### src/rtl/tdd_gate_pkg.sv
// Shared types and width helpers for the TDD frame gate.
package tdd_gate_pkg;

    // Frame controller states.
    typedef enum logic [1:0] {
        IDLE  = 2'd0,
        ARMED = 2'd1,
        RUN   = 2'd2
    } state_e;

    // Extra bit added to counter-width compares so delay+on_len cannot overflow.
    localparam int unsigned CNT_EXT_W = 1;

endpackage

### src/rtl/tdd_axis_gate.sv
// Combinational AXI-Stream window gate with overrun detection.
module tdd_axis_gate #(
    parameter int unsigned DATA_W = 32
) (
    input  logic              window_en,
    input  logic              window_en_nxt,
    input  logic [DATA_W-1:0] s_axis_tdata,
    input  logic              s_axis_tvalid,
    output logic              s_axis_tready,
    output logic [DATA_W-1:0] m_axis_tdata,
    output logic              m_axis_tvalid,
    input  logic              m_axis_tready,
    output logic              overrun_set_c
);

    // Handshakes only open inside the window; data is held upstream otherwise.
    assign m_axis_tdata  = s_axis_tdata;
    assign m_axis_tvalid = s_axis_tvalid & window_en;
    assign s_axis_tready = m_axis_tready & window_en;

    // Window is about to close while the source still has data pending.
    assign overrun_set_c = window_en & ~window_en_nxt & s_axis_tvalid;

endmodule

### src/rtl/tdd_frame_gate.sv
// Sync-triggered frame timer that opens a transmit window gating an AXI-Stream path.
module tdd_frame_gate
    import tdd_gate_pkg::*;
#(
    parameter int unsigned CNT_W     = 32,
    parameter bit          RESYNC_EN = 1'b1,
    parameter int unsigned DATA_W    = 32
) (
    input  logic              clk,
    input  logic              rstn,
    input  logic              sync_in,
    input  logic              arm,
    input  logic              stop,
    input  logic [CNT_W-1:0]  cfg_frame_len,
    input  logic [CNT_W-1:0]  cfg_delay,
    input  logic [CNT_W-1:0]  cfg_on_len,
    input  logic [CNT_W-1:0]  cfg_num_frames,
    input  logic [DATA_W-1:0] s_axis_tdata,
    input  logic              s_axis_tvalid,
    output logic              s_axis_tready,
    output logic [DATA_W-1:0] m_axis_tdata,
    output logic              m_axis_tvalid,
    input  logic              m_axis_tready,
    output logic              window_en,
    output logic              frame_start,
    output logic [CNT_W-1:0]  frame_cnt,
    output logic              busy,
    output logic              done,
    output logic              cfg_err,
    output logic              win_overrun
);

    localparam int unsigned EXT_W = CNT_W + CNT_EXT_W;

    state_e             state_q;
    state_e             state_nxt;

    logic               sync_in_d;
    logic               sync_edge;
    logic               resync;

    logic [CNT_W-1:0]   sh_frame_len;
    logic [CNT_W-1:0]   sh_delay;
    logic [CNT_W-1:0]   sh_on_len;
    logic [CNT_W-1:0]   sh_num_frames;

    logic [CNT_W-1:0]   pos_q;
    logic [CNT_W-1:0]   pos_nxt;
    logic [CNT_W-1:0]   frame_cnt_nxt;

    logic               cfg_ok;
    logic               arm_accept;
    logic               wrap;
    logic               last_frame;

    logic               window_nxt;
    logic               frame_start_nxt;
    logic               done_nxt;
    logic               cfg_err_nxt;
    logic               busy_nxt;
    logic               overrun_set_c;

    // Rising edge of the upstream sync pulse.
    assign sync_edge = sync_in & ~sync_in_d;
    assign resync    = RESYNC_EN & sync_edge;

    assign cfg_ok     = (cfg_frame_len >= CNT_W'(2));
    assign arm_accept = (state_q == IDLE) && (state_nxt == ARMED);
    assign wrap       = (pos_q == sh_frame_len - CNT_W'(1));

    // Run ends at the wrap that completes the programmed count; >= keeps a
    // resync-advanced count from skipping past the terminal value.
    assign last_frame = (sh_num_frames != '0) &&
                        ((EXT_W'(frame_cnt) + EXT_W'(1)) >= EXT_W'(sh_num_frames));

    // State register.
    always_ff @(posedge clk) begin
        if (rstn) begin
            state_q <= IDLE;
        end else begin
            state_q <= state_nxt;
        end
    end

    // Next-state logic; stop outranks arm and sync in every state.
    always_comb begin
        state_nxt = state_q;
        case (state_q)
            IDLE: begin
                if (!stop && arm && cfg_ok) begin
                    state_nxt = ARMED;
                end
            end
            ARMED: begin
                if (stop) begin
                    state_nxt = IDLE;
                end else if (sync_edge) begin
                    state_nxt = RUN;
                end
            end
            RUN: begin
                if (stop) begin
                    state_nxt = IDLE;
                end else if (wrap && last_frame) begin
                    state_nxt = IDLE;
                end
            end
            default: begin
                state_nxt = IDLE;
            end
        endcase
    end

    // Output/counter logic: next values of every registered output.
    always_comb begin
        pos_nxt         = '0;
        frame_cnt_nxt   = frame_cnt;
        window_nxt      = 1'b0;
        frame_start_nxt = 1'b0;
        done_nxt        = 1'b0;
        cfg_err_nxt     = 1'b0;
        busy_nxt        = (state_nxt != IDLE);

        case (state_q)
            IDLE: begin
                if (arm_accept) begin
                    frame_cnt_nxt = '0;
                end
                cfg_err_nxt = arm && !stop && !cfg_ok;
            end
            ARMED: begin
                pos_nxt = '0;
            end
            RUN: begin
                if (!stop) begin
                    if (wrap || resync) begin
                        frame_cnt_nxt = frame_cnt + CNT_W'(1);
                    end else begin
                        pos_nxt = pos_q + CNT_W'(1);
                    end
                end
            end
            default: begin
                pos_nxt = '0;
            end
        endcase

        // Window, frame-start and done all track the position of the next cycle.
        if (state_nxt == RUN) begin
            window_nxt      = (EXT_W'(pos_nxt) >= EXT_W'(sh_delay)) &&
                              (EXT_W'(pos_nxt) <  EXT_W'(sh_delay) + EXT_W'(sh_on_len));
            frame_start_nxt = (pos_nxt == '0);
            done_nxt        = (pos_nxt == sh_frame_len - CNT_W'(1)) &&
                              (sh_num_frames != '0) &&
                              ((EXT_W'(frame_cnt_nxt) + EXT_W'(1)) >= EXT_W'(sh_num_frames));
        end
    end

    // Shadow configuration, frozen between accepted arms.
    always_ff @(posedge clk) begin
        if (rstn) begin
            sh_frame_len  <= '0;
            sh_delay      <= '0;
            sh_on_len     <= '0;
            sh_num_frames <= '0;
        end else if (arm_accept) begin
            sh_frame_len  <= cfg_frame_len;
            sh_delay      <= cfg_delay;
            sh_on_len     <= cfg_on_len;
            sh_num_frames <= cfg_num_frames;
        end
    end

    // Counters, sync delay and registered status outputs.
    always_ff @(posedge clk) begin
        if (rstn) begin
            sync_in_d   <= 1'b0;
            pos_q       <= '0;
            frame_cnt   <= '0;
            window_en   <= 1'b0;
            frame_start <= 1'b0;
            done        <= 1'b0;
            cfg_err     <= 1'b0;
            busy        <= 1'b0;
            win_overrun <= 1'b0;
        end else begin
            sync_in_d   <= sync_in;
            pos_q       <= pos_nxt;
            frame_cnt   <= frame_cnt_nxt;
            window_en   <= window_nxt;
            frame_start <= frame_start_nxt;
            done        <= done_nxt;
            cfg_err     <= cfg_err_nxt;
            busy        <= busy_nxt;
            win_overrun <= arm_accept ? 1'b0 : (win_overrun | overrun_set_c);
        end
    end

    // Stream gate driven by the registered window.
    tdd_axis_gate #(
        .DATA_W (DATA_W)
    ) u_axis_gate (
        .window_en     (window_en),
        .window_en_nxt (window_nxt),
        .s_axis_tdata  (s_axis_tdata),
        .s_axis_tvalid (s_axis_tvalid),
        .s_axis_tready (s_axis_tready),
        .m_axis_tdata  (m_axis_tdata),
        .m_axis_tvalid (m_axis_tvalid),
        .m_axis_tready (m_axis_tready),
        .overrun_set_c (overrun_set_c)
    );

endmodule

### config.mk
export PLATFORM = sky130hd
export DESIGN_NAME = tdd_frame_gate
export DESIGN_NICKNAME = d
export VERILOG_FILES = /design/src/rtl/tdd_gate_pkg.sv /design/src/rtl/tdd_axis_gate.sv /design/src/rtl/tdd_frame_gate.sv
export SDC_FILE = /design/constraint.sdc
export NUM_CORES = 1
export LEC_CHECK = 0
export CORE_ASPECT_RATIO = 2
export CORE_MARGIN = 4
export CORE_UTILIZATION = 50
export DETAILED_ROUTE_END_ITERATION = 7
export HOLD_SLACK_MARGIN = 0.1
export PLACE_DENSITY = 0.74
export SKIP_CTS_REPAIR_TIMING = 1
export SLEW_MARGIN = 25
export SYNTH_ARGS = -nofsm -noshare
export SYNTH_HDL_FRONTEND = slang
export SYNTH_HIERARCHICAL = 1
export SYNTH_SLANG_ARGS = --single-unit
### constraint.sdc
create_clock -name clk -period 11.35 [get_ports clk]
set_input_delay 2.27 -clock clk [delete_from_list [all_inputs] [get_ports clk]]
set_output_delay 2.27 -clock clk [all_outputs]
set_load 0.01 [all_outputs]
Word-level counts from Yosys, hierarchy flattened
Cells that the tools add are included.
{ "op_classes": {"addsub": 6, "multipliers": 0, "div_mod_pow": 0, "magnitude_cmp": 5, "n_eq_ne": 6, "n_shift": 0, "n_mux": 14, "n_bitwise": 10, "n_reduce_logical": 19} }
{ "ops": {"columns": ["operator", "n"], "rows": [
  ["$mux 32", 6],
  ["$add 32x1->33 const B", 2],
  ["$ge 33x32->1", 2],
  ["$add 32x1->32 const B", 2],
  ["$eq 32x32->1", 2],
  ["$pmux 32 s2", 1],
  ["$add 32x32->33", 1],
  ["$lt 32x33->1", 1],
  ["$ge 32x2->1 const B", 1],
  ["$ge 32x32->1", 1],
  ["$logic_not 32->1", 1],
  ["$reduce_bool 32->1", 1],
  ["$sub 32x1->32 const B", 1],
  ["$mux 2", 5],
  ["$logic_and 1x1->1", 9],
  ["$pmux 2 s3", 1],
  ["$reduce_or 2->1", 3],
  ["$and 1x1->1", 5],
  ["$eq 2x1->1 const B", 2],
  ["$eq 2x2->1 const B", 2],
  ["$not 1->1", 4],
  ["$logic_not 1->1", 2],
  ["$logic_not 2->1", 1],
  ["$reduce_bool 2->1", 1],
  ["other kinds (3)", 3]
]} }
{ "word_totals": {"register_bits": 201, "latchBits": 0, "ramBits": 0, "rom_bits": 0, "input_bits": 167, "n_memories": 0} }

Depth between registers and ports, before layout
Gate-level depths: netlist of run 1.
{ "logic_depth": {"ltp_word": 14, "depth_mapped": 34, "depth_no_buf": 31} }

Modules after synthesis
The synthesis of run 1 kept the hierarchy.
{ "modules_own_cells": {"columns": ["module", "instances", "cells_per_inst", "area_per_inst_um2", "seq_area_each_um2"], "rows": [
  ["tdd_frame_gate", 1, 2199, 16573.4, 4023.9],
  ["tdd_axis_gate", 1, 35, 262.8, 0.0]
]} }

Least setup slack after synthesis of run 1
OpenSTA, ideal clock, no wires.
{ "synth_timing": {"path_type": "input to register", "from": "input cfg_frame_len[31]", "to": "register done", "setup_ns": 0.130, "arrival_time_ns": 6.707, "required_ns": 11.220, "path_slack_ns": 4.514, "stages": 26, "n_path_buf": 2, "path_cell_list": "nor4_1 > nand4_1 > nor3_1 > or2_2 > clkbuf_1 > a21o_1 > nor2_1 > o31ai_2 > a32oi_1 > or4_4 > or4_4 > buf_6 > nor4_2 > xnor2_1 > ha_1 > nor2b_1 > o21ai_0 > nand2b_1 > a21oi_1 > nor2b_1 > o21ai_0 > nand2b_1 > a21oi_1 > o21ai_0 > o21bai_1 > a311oi_1"} }
{ "synth_via": {"elab_chain_len": 11, "word_cells_on_any_way": 14, "cone_classes": "1 x add/sub; 2 x order compare; 2 x eq/ne; 4 x mux; 1 x bitwise; 4 x reduce/logical"} }
{ "synth_lines": {"columns": ["element", "line", "rtl"], "rows": [
  ["start: declaration", "tdd_frame_gate.sv:14", "input logic [CNT_W-1:0] cfg_frame_len,"],
  ["$ge 32x2->1 (*)", "tdd_frame_gate.sv:67", "assign cfg_ok = (cfg_frame_len >= CNT_W'(2));"],
  ["$logic_and 1x1->1 (*)", "tdd_frame_gate.sv:90", "if (!stop && arm && cfg_ok) begin"],
  ["$mux 2 (*)", "tdd_frame_gate.sv:90", null],
  ["$pmux 2 s3 (*)", "tdd_frame_gate.sv:88", "case (state_q)"],
  ["$eq 2x1->1", "tdd_frame_gate.sv:68", "assign arm_accept = (state_q == IDLE) && (state_nxt == ARMED);"],
  ["$logic_and 1x1->1", "tdd_frame_gate.sv:68", null],
  ["$mux 32", "tdd_frame_gate.sv:126", "if (arm_accept) begin"],
  ["$pmux 32 s2", "tdd_frame_gate.sv:124", "case (state_q)"],
  ["$add 32x1->33", "tdd_frame_gate.sv:155", "((EXT_W'(frame_cnt_nxt) + EXT_W'(1)) >= EXT_W'(sh_num_frames));"],
  ["$ge 33x32->1", "tdd_frame_gate.sv:155", null],
  ["$logic_and 1x1->1", "tdd_frame_gate.sv:154", "(sh_num_frames != '0) &&"],
  ["end signal: assignment", "tdd_frame_gate.sv:192", "done <= done_nxt;"],
  ["end: declaration", "tdd_frame_gate.sv:28", "output logic done,"]
]} }
Every way passes the cells marked *; elsewhere a longest branch is shown, timed or not.
A chain may end at the register's enable or synchronous reset.

Final worst setup path of run 1
{ "layout_timing": {"from": "register sh_frame_len[0]", "to": "register done"} }
{ "layout_via": {"elab_chain_len": 13, "word_cells_on_any_way": 24, "cone_classes": "2 x add/sub; 1 x order compare; 4 x eq/ne; 10 x mux; 1 x bitwise; 6 x reduce/logical"} }
{ "layout_lines": {"columns": ["element", "line", "rtl"], "rows": [
  ["start: declaration", "tdd_frame_gate.sv:42", "logic [CNT_W-1:0] sh_frame_len;"],
  ["start signal: assignment", "tdd_frame_gate.sv:167", "sh_frame_len <= cfg_frame_len;"],
  ["$sub 32x1->32 (*)", "tdd_frame_gate.sv:69", "assign wrap = (pos_q == sh_frame_len - CNT_W'(1));"],
  ["$eq 32x32->1 (*)", "tdd_frame_gate.sv:69", null],
  ["$logic_and 1x1->1", "tdd_frame_gate.sv:104", "end else if (wrap && last_frame) begin"],
  ["$mux 2", "tdd_frame_gate.sv:104", null],
  ["$mux 2", "tdd_frame_gate.sv:102", "if (stop) begin"],
  ["$pmux 2 s3", "tdd_frame_gate.sv:88", null],
  ["$eq 2x1->1", "tdd_frame_gate.sv:68", null],
  ["$logic_and 1x1->1", "tdd_frame_gate.sv:68", null],
  ["$mux 32", "tdd_frame_gate.sv:126", null],
  ["$pmux 32 s2 (*)", "tdd_frame_gate.sv:124", null],
  ["named net frame_cnt_nxt[1]", "tdd_frame_gate.sv:49", "logic [CNT_W-1:0] frame_cnt_nxt;"],
  ["$add 32x1->33 (*)", "tdd_frame_gate.sv:155", null],
  ["$ge 33x32->1 (*)", "tdd_frame_gate.sv:155", null],
  ["$logic_and 1x1->1 (*)", "tdd_frame_gate.sv:154", null]
]} }
The timed path passes the listed nets; every way through them passes the cells marked *.

==> key figures, run 1 <==
Placement
  – Pre-CTS setup slack: 2100 ps
  – HPWL Detailed: 55800 µm
  – Placed insts: 2714
  – Gp weighted congestion: 1.09
  – Port bufs: 174
  – Dpl cell area: 18600 µm²

Timing
  – Slew Viols, Final: 0
  – Max Clock Skew: 20.7 ps
  – Slew margin rel.: 0.258
  – Period utilisation layout: 0.823
  – Min cycle time layout: 9340 ps
  – Max Fclk: 107 MHz
  – Final hold vios: 0
  – Slew @ Worst Pin: 1100 ps
  – Post-route setup slack: 2010 ps
  – RSZ-0062 raised after global routing: no
  – Final setup vio count: 0
  – Post-Route Setup TNS: 0 ps

GRT
  – Met3 Resource Use GR: 0.0750
  – Largest net degree at the start of global routing: 145
  – Initial antenna violation count: 2
  – GRT busiest layer: met2
  – GRT Resource Usage Total: 0.375
  – Met2 Usage GRT: 0.699
  – Met1 Usage GRT: 0.293
  – First-pass GRT wire length: 102000 µm
  – Vias in the first global route: 17600
  – Gr ovfl total: 0

Synth
  – Synth Register Bits: 201
  – Mean Syn Cell Area: 7.54 µm²
  – Yosys top cell area share: 0.239
  – Post-synthesis simple-gate area fraction: 0.289
  – Yosys warnings: 6
  – Synth Area in Compound Gates: 0.171
  – Ys async rst share: 0
  – Count leader, synth: nand2_1
  – Synthesized cell area: 16800 µm²
  – Largest family of logic cells by synthesized area: simple AND/OR/NAND/NOR gates
  – Sequential share of the synthesized area: 0.239
  – Post-synthesis cell type count: 94
  – Post-Syn Nets: 2565
  – XOR/XNOR share of the synthesized area: 0.107
  – Area contributors post-synth: dfxtp_1 (24%), ha_1 (12%), nand2_1 (7.9%), xnor2_1 (6.2%), a21oi_1 (5.9%)
  – Area leader, netlist: dfxtp_1
  – Commonest cells in the netlist: nand2_1 (353), dfxtp_1 (201), a21oi_1 (199)
  – Mux cell area share after synthesis: 0.00862
  – Ys flop type: dfxtp_1
  – Synth Area in Adders: 0.122
  – EDFF count, synth: 0
  – Synthesized instance count: 2234

Floorplanning
  – Die H: 268 µm
  – FP Rows: 94
  – Die area: 36900 µm²
  – Die width: 138 µm
  – Core Region: 33000 µm²
  – Ports: 239
  – Initial core utilization: 0.509

Pwr
  – Total power: 1.97 mW
  – Pleak: 7.56 nW
  – Peak VDD IR: 0.000138 V
  – Switching Fraction: 0.323
  – Comb pwr share: 0.231
  – Clk pwr share: 0.383
  – Int Pwr: 1.33 mW
  – Seq pwr share: 0.386
  – Power per cell area: 102 nW/µm²
  – P_sw: 637 µW

Clock tree
  – CTS max path bufs: 3
  – CTS sink count: 201
  – Clock Tree Root: clkbuf_16
  – TritonCTS clock tree: done
  – H-tree depth: 1
  – Clock latency at the later pin of the worst-skew pair: 540 ps
  – Clock-pin slew on the worst setup and hold paths: 70 ps
  – CTS buffer count: 21

Worst setup path
  – Endpoint type of the worst setup path: flip-flop
  – CP max-delay cell: a2111oi_0
  – Startpoint type of the worst setup path: flip-flop
  – WS Path Type: reg2reg
  – Most Frequent Cell on Critical Path: a21oi_1
  – WP data arrival: 9750 ps
  – Max stage delay on crit path: 900 ps
  – Worst EP required: 11760 ps
  – CP max FO: 13
  – CP bufs+invs: 2
  – Crit path max-delay family: simple AND/OR/NAND/NOR gates

Layout
  – Layout overhead on the synthesized area: 14.7%
  – Multi-input gate area: 11800 µm²
  – Layout cells sized above 1: 0.0500
  – Final net count: 2636
  – Fillers: 3152
  – Fin cells: 2752
  – Sequential Area: 4020 µm²
  – Final Cell Area: 19300 µm²

Worst hold path
  – Min-delay worst type: reg2reg

Detailed routing
  – Drt pass-1 iters: 6
  – Vias: 17300
  – Number of routed nets with antenna violations: 0
  – Post-Route WL: 70400 µm
  – Drc violations: 0
  – Vias per inst: 6.30
  – WL per Instance: 25.6 µm
  – 1st-iter DRT viols: 1161

Job
  – Max_cap viols: 0

Outcome
  – Status: finished, final reports clean
power by group through the flow:
stage	sequential [mW]	clock, mW	combinational [mW]
floorplan	0.757	0	0.299
global placement	0.774	0	0.436
detailed placement	0.775	0	0.442
CTS	0.758	0.764	0.445
global route	0.761	0.792	0.488
finish	0.760	0.753	0.455
worst paths after layout:
path / slack [ps] / startpoint / cells past startpoint / endpoint
worst max-delay path: 2010 / sh_frame_len[0] / 30 / done
worst min-delay path: 460 / sh_on_len[28] / 2 / sh_on_len[28]
worst max register to register: 2010 / sh_frame_len[0] / 30 / done
worst min register to register: 460 / sh_on_len[28] / 2 / sh_on_len[28]
cell usage in the layout, fill, tap and decap left out, types with 41 or more instances in the layout:
master	n
a21o_1	45
xnor2_1	119
nor4_1	41
nand3_1	66
xor2_1	79
nand2_1	352
dfxtp_1	201
a21oi_1	199
nand4_1	54
nor3_1	89
clkdlybuf4s50_1	173
inv_1	93
o21ai_0	56
ha_1	163
nor2_1	144
registers in the layout, summed over array words and instances, names as in the netlist:
register / count
win_overrun: 1
sync_in_d: 1
frame_start: 1
sh_delay: 32
sh_frame_len: 32
done: 1
window_en: 1
sh_on_len: 32
busy: 1
cfg_err: 1
pos_q: 32
state_q: 2
sh_num_frames: 32
frame_cnt: 32
per-layer routing:
layer,vias to the layer above,share of wire
li1,8019,-
met1,8142,0.28
met2,790,0.52
met3,386,0.060
met4,0,0.14
met5,-,0
metrics by stage:
| step | hold WS (ps) | utilization |
|---|---|---|
| floorplan | 440 | - |
| global placement | 446 | 0.562 |
| detailed placement | 452 | 0.562 |
| CTS | 461 | 0.584 |
| global route | 477 | 0.584 |
| finish | 458 | 0.584 |
cell families (layout without fill, tap and decap cells):
logic type,Yosys count,in the layout
xor+xnor,201,201
other cells,0,1
simple gates,962,962
compound gates,454,454
buf+inv,238,323
mux,14,14
fa+ha+maj,164,164
flops,201,201
area by class of cell:
type,count,area share
multi-input combinational,1795,0.609
antenna,1,0.000130
sequential,201,0.208
clock inverter,15,0.00985
tap,432,0.0280
clock buffer,22,0.0279
inverter,93,0.0181
timing repair buffer,193,0.0985
worst reg2reg max path: cells and delay by family (launching register included):
family	cells	cell delay, ps
simple gates	13	4260
compound gates	11	3520
fa+ha+maj	3	660
flops	1	360
buf+inv	2	240
xor+xnor	1	170
Power figures use the tool's default switching activity.
==> run 2, diff against run 1 <==
- PLACE_DENSITY: 0.74 -> 0.77
- clock period: 11.35 -> 8.4 ns (I/O delays scaled with it)
==> key figures, run 2 (synthesized netlist as in run 1, its figures left out) <==
Job
  – Max_cap viols: 0 (unchanged)

Clock tree
  – CTS buffer count: 21 (unchanged)
  – CTS sink count: 201 (unchanged)
  – H-tree depth: 1 (unchanged)
  – TritonCTS clock tree: done (unchanged)
  – Clock Tree Root: clkbuf_16 (unchanged)
  – CTS max path bufs: 3 (unchanged)
  – Clock-pin slew on the worst setup and hold paths: 60 ps (was 70 ps)
  – Clock latency at the later pin of the worst-skew pair: 540 ps (about the same)

Timing
  – Min cycle time layout: 7880 ps (was 9340 ps)
  – Post-Route Setup TNS: 0 ps (unchanged)
  – Max Clock Skew: 22.2 ps (was 20.7 ps)
  – RSZ-0062 raised after global routing: no (unchanged)
  – Post-route setup slack: 524 ps (was 2010 ps)
  – Final setup vio count: 0 (unchanged)
  – Slew margin rel.: 0.269 (was 0.258)
  – Slew Viols, Final: 0 (unchanged)
  – Max Fclk: 127 MHz (was 107 MHz)
  – Final hold vios: 0 (unchanged)
  – Slew @ Worst Pin: 1090 ps (was 1100 ps)
  – Period utilisation layout: 0.938 (was 0.823)

Layout
  – Commonest non-fill, non-tap cell in the layout: nand2_1 (unchanged)
  – Layout overhead on the synthesized area: 15.5% (was 14.7%)
  – Most frequent cells in the layout: nand2_1 (353), dfxtp_1 (201), a21oi_1 (199) (was nand2_1 (352), dfxtp_1 (201), a21oi_1 (199))
  – Layout cells sized above 1: 0.0605 (was 0.0500)
  – Multi-input gate area: 11800 µm² (about the same)
  – Final net count: 2669 (was 2636)
  – Fillers: 3208 (was 3152)
  – Sequential Area: 4020 µm² (unchanged)
  – Antenna diode count: 0 (was 1)
  – Final Cell Area: 19500 µm² (was 19300 µm²)

Detailed routing
  – Post-Route WL: 69300 µm (was 70400 µm)
  – Met3 wire length: 3670 µm (was 4200 µm)
  – Vias: 17300 (about the same)
  – Wire length on met1: 19800 µm (was 19500 µm)
  – WL met2: 36200 µm (was 36900 µm)
  – Drt pass-1 iters: 7 (was 6)
  – Vias per inst: 6.23 (was 6.30)
  – WL per Instance: 24.9 µm (was 25.6 µm)
  – Drc violations: 0 (unchanged)
  – 1st-iter DRT viols: 942 (was 1161)
  – Highest routed layer: met5 (was met4)
  – Number of routed nets with antenna violations: 0 (unchanged)

Floorplanning
  – Die width: 138 µm (unchanged)
  – Die H: 268 µm (unchanged)
  – Ports: 239 (unchanged)
  – FP Rows: 94 (unchanged)
  – Core Region: 33000 µm² (unchanged)
  – Initial core utilization: 0.509 (unchanged)
  – Die area: 36900 µm² (unchanged)

Pwr
  – Total power: 2.56 mW (was 1.97 mW)
  – Pleak: 7.69 nW (was 7.56 nW)
  – Peak VDD IR: 0.000163 V (was 0.000138 V)
  – Power per cell area: 131 nW/µm² (was 102 nW/µm²)

GRT
  – First-pass GRT wire length: 102000 µm (about the same)
  – Vias in the first global route: 17700 (was 17600)
  – Initial antenna violation count: 1 (was 2)
  – Largest net degree at the start of global routing: 113 (was 145)
  – Gr ovfl total: 0 (unchanged)
  – GRT Resource Usage Total: 0.371 (was 0.375)

Worst setup path
  – CP max FO: 14 (was 13)
  – RR Startpoint: sh_frame_len[4] (was sh_frame_len[0])
  – Worst EP required: 8790 ps (was 11760 ps)
  – Startpoint type of the worst setup path: flip-flop (unchanged)
  – WP data arrival: 8260 ps (was 9750 ps)
  – R2R setup slack: 520 ps (was 2010 ps)
  – WS Path Type: reg2reg (unchanged)
  – Critical R2R Capture: win_overrun (was done)
  – FF-to-FF path depth: 25 (was 30)
  – Endpoint type of the worst setup path: flip-flop (unchanged)

Placement
  – Dpl cell area: 18800 µm² (was 18600 µm²)
  – Gp weighted congestion: 1.05 (was 1.09)
  – Port bufs: 174 (unchanged)
  – HPWL Detailed: 55700 µm (was 55800 µm)
  – Pre-CTS setup slack: 490 ps (was 2100 ps)

Outcome
  – Status: finished, final reports clean (unchanged)

Worst hold path
  – Hold endpoint: sh_on_len[15] (was sh_on_len[28])
  – Worst hold stages: 2 (unchanged)
  – Hold_sp: sh_on_len[15] (was sh_on_len[28])
  – Min-delay worst type: reg2reg (unchanged)
[run 2: cell type report]
type / count / area share
Multi-Input combinational cell: 1795 / 0.605
Sequential cell: 201 / 0.207
Inverter: 93 / 0.0179
Clock buffer: 28 / 0.0294
Timing Repair Buffer: 226 / 0.110
Tap cell: 432 / 0.0278
Clock inverter: 6 / 0.00251
[run 2: how the worst max path moves through the flow]
stage	endpoint	slack (ps)	cells past startpoint	from
after floorplan	done	2150	26	cfg_frame_len[31]
after global placement	win_overrun	470	24	sh_frame_len[0]
after detailed placement	win_overrun	490	24	sh_frame_len[4]
after CTS	win_overrun	410	24	sh_frame_len[4]
after global routing	done	10	32	sh_frame_len[0]
final	win_overrun	520	25	sh_frame_len[4]
[run 2: routing by layer]
metal,GRT usage,vias to the layer above
li1,-,8067
met1,0.299,8149
met2,0.688,723
met3,0.0716,377
met4,0.391,2
met5,0,-
[run 2: where the power goes]
group / internal [mW] / switching (mW) / total (mW)
Sequential: 0.983 / 0.0371 / 1.02
Combinational: 0.254 / 0.379 / 0.633
Clock: 0.479 / 0.423 / 0.903
Total: 1.72 / 0.839 / 2.56
[run 2: worst max-delay path, stage by stage, from the launching register on]
cell and delay [ps]:
dfxtp_1 400, nor3_1 390, nand3_1 520, nor4_1 930, mux2_2 420, nand4_1 280
inv_1 130, and4_1 300, buf_4 240, nor3_1 700, buf_4 260, ha_1 250
a21oi_1 140, nor2_1 50, a211oi_1 210, nor2_1 70, nor4bb_1 530, o2111ai_1 250
a31oi_1 440, o21bai_1 170, a21oi_1 170, o21bai_1 190, a21oi_1 310, and3b_1 210
nor2_1 90, nor2_1 50
[run 2: stage by stage]
step            util  cells  hold WS (ps)
2_1_floorplan      -   2234           440
4_1_cts        0.588   2781           465
6_report       0.589   2781           461
3_3_place_gp   0.569   2747           447
5_1_grt        0.589   2781           481
3_5_place_dp   0.569   2747           456
==> run 3, diff against run 2 <==
- CORE_UTILIZATION: 50 -> 30
- CTS_CLUSTER_DIAMETER: default -> 120
- PLACE_DENSITY: 0.77 -> default
==> key figures, run 3 (synthesized netlist as in run 1, its figures left out) <==
Detailed routing
  – Vias: 16900 (was 17300)
  – 1st-iter DRT viols: 932 (was 942)
  – Number of routed nets with antenna violations: 0 (unchanged)
  – WL per Instance: 23.0 µm (was 24.9 µm)
  – Vias per inst: 5.43 (was 6.23)
  – Drt pass-1 iters: 5 (was 7)
  – Post-Route WL: 71300 µm (was 69300 µm)
  – Drc violations: 0 (unchanged)

Clock tree
  – CTS max path bufs: 3 (unchanged)
  – Clock latency at the later pin of the worst-skew pair: 560 ps (was 540 ps)
  – H-tree depth: 1 (unchanged)
  – CTS buffer count: 23 (was 21)
  – CTS sink count: 201 (unchanged)
  – Clock Tree Root: clkbuf_16 (unchanged)
  – TritonCTS clock tree: done (unchanged)
  – Clock-pin slew on the worst setup and hold paths: 60 ps (about the same)

Worst setup path
  – FF-to-FF path depth: 32 (was 25)
  – CP bufs+invs: 2 (was 3)
  – Worst EP required: 8820 ps (was 8790 ps)
  – Startpoint type of the worst setup path: flip-flop (unchanged)
  – Endpoint type of the worst setup path: flip-flop (unchanged)
  – CP max FO: 10 (was 14)
  – WS Path Type: reg2reg (unchanged)
  – CP max-delay cell: nor4b_4 (was nor4_1)
  – Max stage delay on crit path: 680 ps (was 930 ps)
  – Crit path max-delay family: simple AND/OR/NAND/NOR gates (unchanged)
  – WP data arrival: 8020 ps (was 8260 ps)
  – Critical Path Stages: 32 (was 25)

Layout
  – Layout overhead on the synthesized area: 19.2% (was 15.5%)
  – Final net count: 2681 (was 2669)
  – Layout cells sized above 1: 0.0652 (was 0.0605)
  – Commonest non-fill, non-tap cell in the layout: nand2_1 (unchanged)
  – Post-Route Utilization: 0.362 (was 0.589)
  – Most frequent cells in the layout: nand2_1 (353), dfxtp_1 (201), a21oi_1 (199) (unchanged)
  – Fin cells: 3107 (was 2781)
  – Final Cell Area: 20100 µm² (was 19500 µm²)

Pwr
  – Pleak: 7.78 nW (was 7.69 nW)
  – Power per cell area: 135 nW/µm² (was 131 nW/µm²)
  – Peak VDD IR: 0.000129 V (was 0.000163 V)
  – Total power: 2.71 mW (was 2.56 mW)

Outcome
  – Status: finished, final reports clean (unchanged)

GRT
  – GRT Resource Usage Total: 0.230 (was 0.371)
  – Initial antenna violation count: 2 (was 1)
  – Largest net degree at the start of global routing: 105 (was 113)
  – Vias in the first global route: 17300 (was 17700)
  – First-pass GRT wire length: 105000 µm (was 102000 µm)
  – Gr ovfl total: 0 (unchanged)

Floorplanning
  – Initial core utilization: 0.304 (was 0.509)
  – Die width: 176 µm (was 138 µm)
  – Ports: 239 (unchanged)
  – Die area: 60200 µm² (was 36900 µm²)
  – Die H: 343 µm (was 268 µm)
  – FP Rows: 122 (was 94)
  – Core Region: 55400 µm² (was 33000 µm²)

Timing
  – Fin Hold WS: 457 ps (was 461 ps)
  – Max Fclk: 131 MHz (was 127 MHz)
  – RSZ-0062 raised after global routing: no (unchanged)
  – Post-route setup slack: 792 ps (was 524 ps)
  – Max Clock Skew: 15.7 ps (was 22.2 ps)
  – Final hold vios: 0 (unchanged)
  – Slew margin rel.: 0.279 (was 0.269)
  – Post-Route Setup TNS: 0 ps (unchanged)
  – Period utilisation layout: 0.906 (was 0.938)
  – Final setup vio count: 0 (unchanged)
  – Min cycle time layout: 7610 ps (was 7880 ps)
  – Slew @ Worst Pin: 1050 ps (was 1090 ps)
  – Slew Viols, Final: 0 (unchanged)

Placement
  – Gp weighted congestion: 1.02 (was 1.05)
  – Placed insts: 3069 (was 2747)
  – Dpl cell area: 19300 µm² (was 18800 µm²)
  – Pre-CTS setup slack: 452 ps (was 490 ps)
  – HPWL Detailed: 58200 µm (was 55700 µm)
  – Port bufs: 174 (unchanged)

Worst hold path
  – Min-delay worst type: reg2reg (unchanged)
  – Worst hold stages: 2 (unchanged)

Job
  – Max_cap viols: 0 (unchanged)
[run 3: cell types whose count changed in the layout (fill, tap and decap cells not counted), moves of 2 or more]
cell,before,now
buf_4,51,59
bufinv_16,0,3
clkinvlp_4,0,3
buf_12,1,3
clkbuf_1,5,3
clkbuf_16,21,23
clkinv_2,3,1
clkinv_4,2,0
diode_2,0,2
[run 3: worst paths after layout]
path | startpoint | end | slack [ps]
worst max-delay path | sh_frame_len[0] | done | 790
worst min-delay path | sh_on_len[26] | sh_on_len[26] | 460
worst min register to register | sh_on_len[26] | sh_on_len[26] | 460
worst max register to register | sh_frame_len[0] | done | 790
[run 3: tightest hold or removal path: stages, from the launching register on]
cell     delay (ps)
dfxtp_1         310
nand2_1          50
a21oi_1          50
[run 3: cell type report]
cell class                      count  area, µm²
Antenna cell                        2       5.00
Sequential cell                   201       4020
Fill cell                        5854      35300
Multi-Input combinational cell   1795      11800
Clock buffer                       29        628
Timing Repair Buffer              236       2250
Clock inverter                      7        118
Tap cell                          744        931
Inverter                           93        349
[run 3: layer usage]
metal	GRT usage	vias up	wire, µm
met5	0	-	0
met4	0.202	0	7620
met3	0.0299	273	3220
met2	0.450	623	38300
met1	0.199	7886	22200
li1	-	8101	-
[run 3: where the power goes]
part	internal [mW]	switching, mW	leakage, nW
clock	0.615	0.442	0.355
sequential	0.984	0.0380	1.63
combinational	0.255	0.378	5.80
total	1.85	0.859	7.78
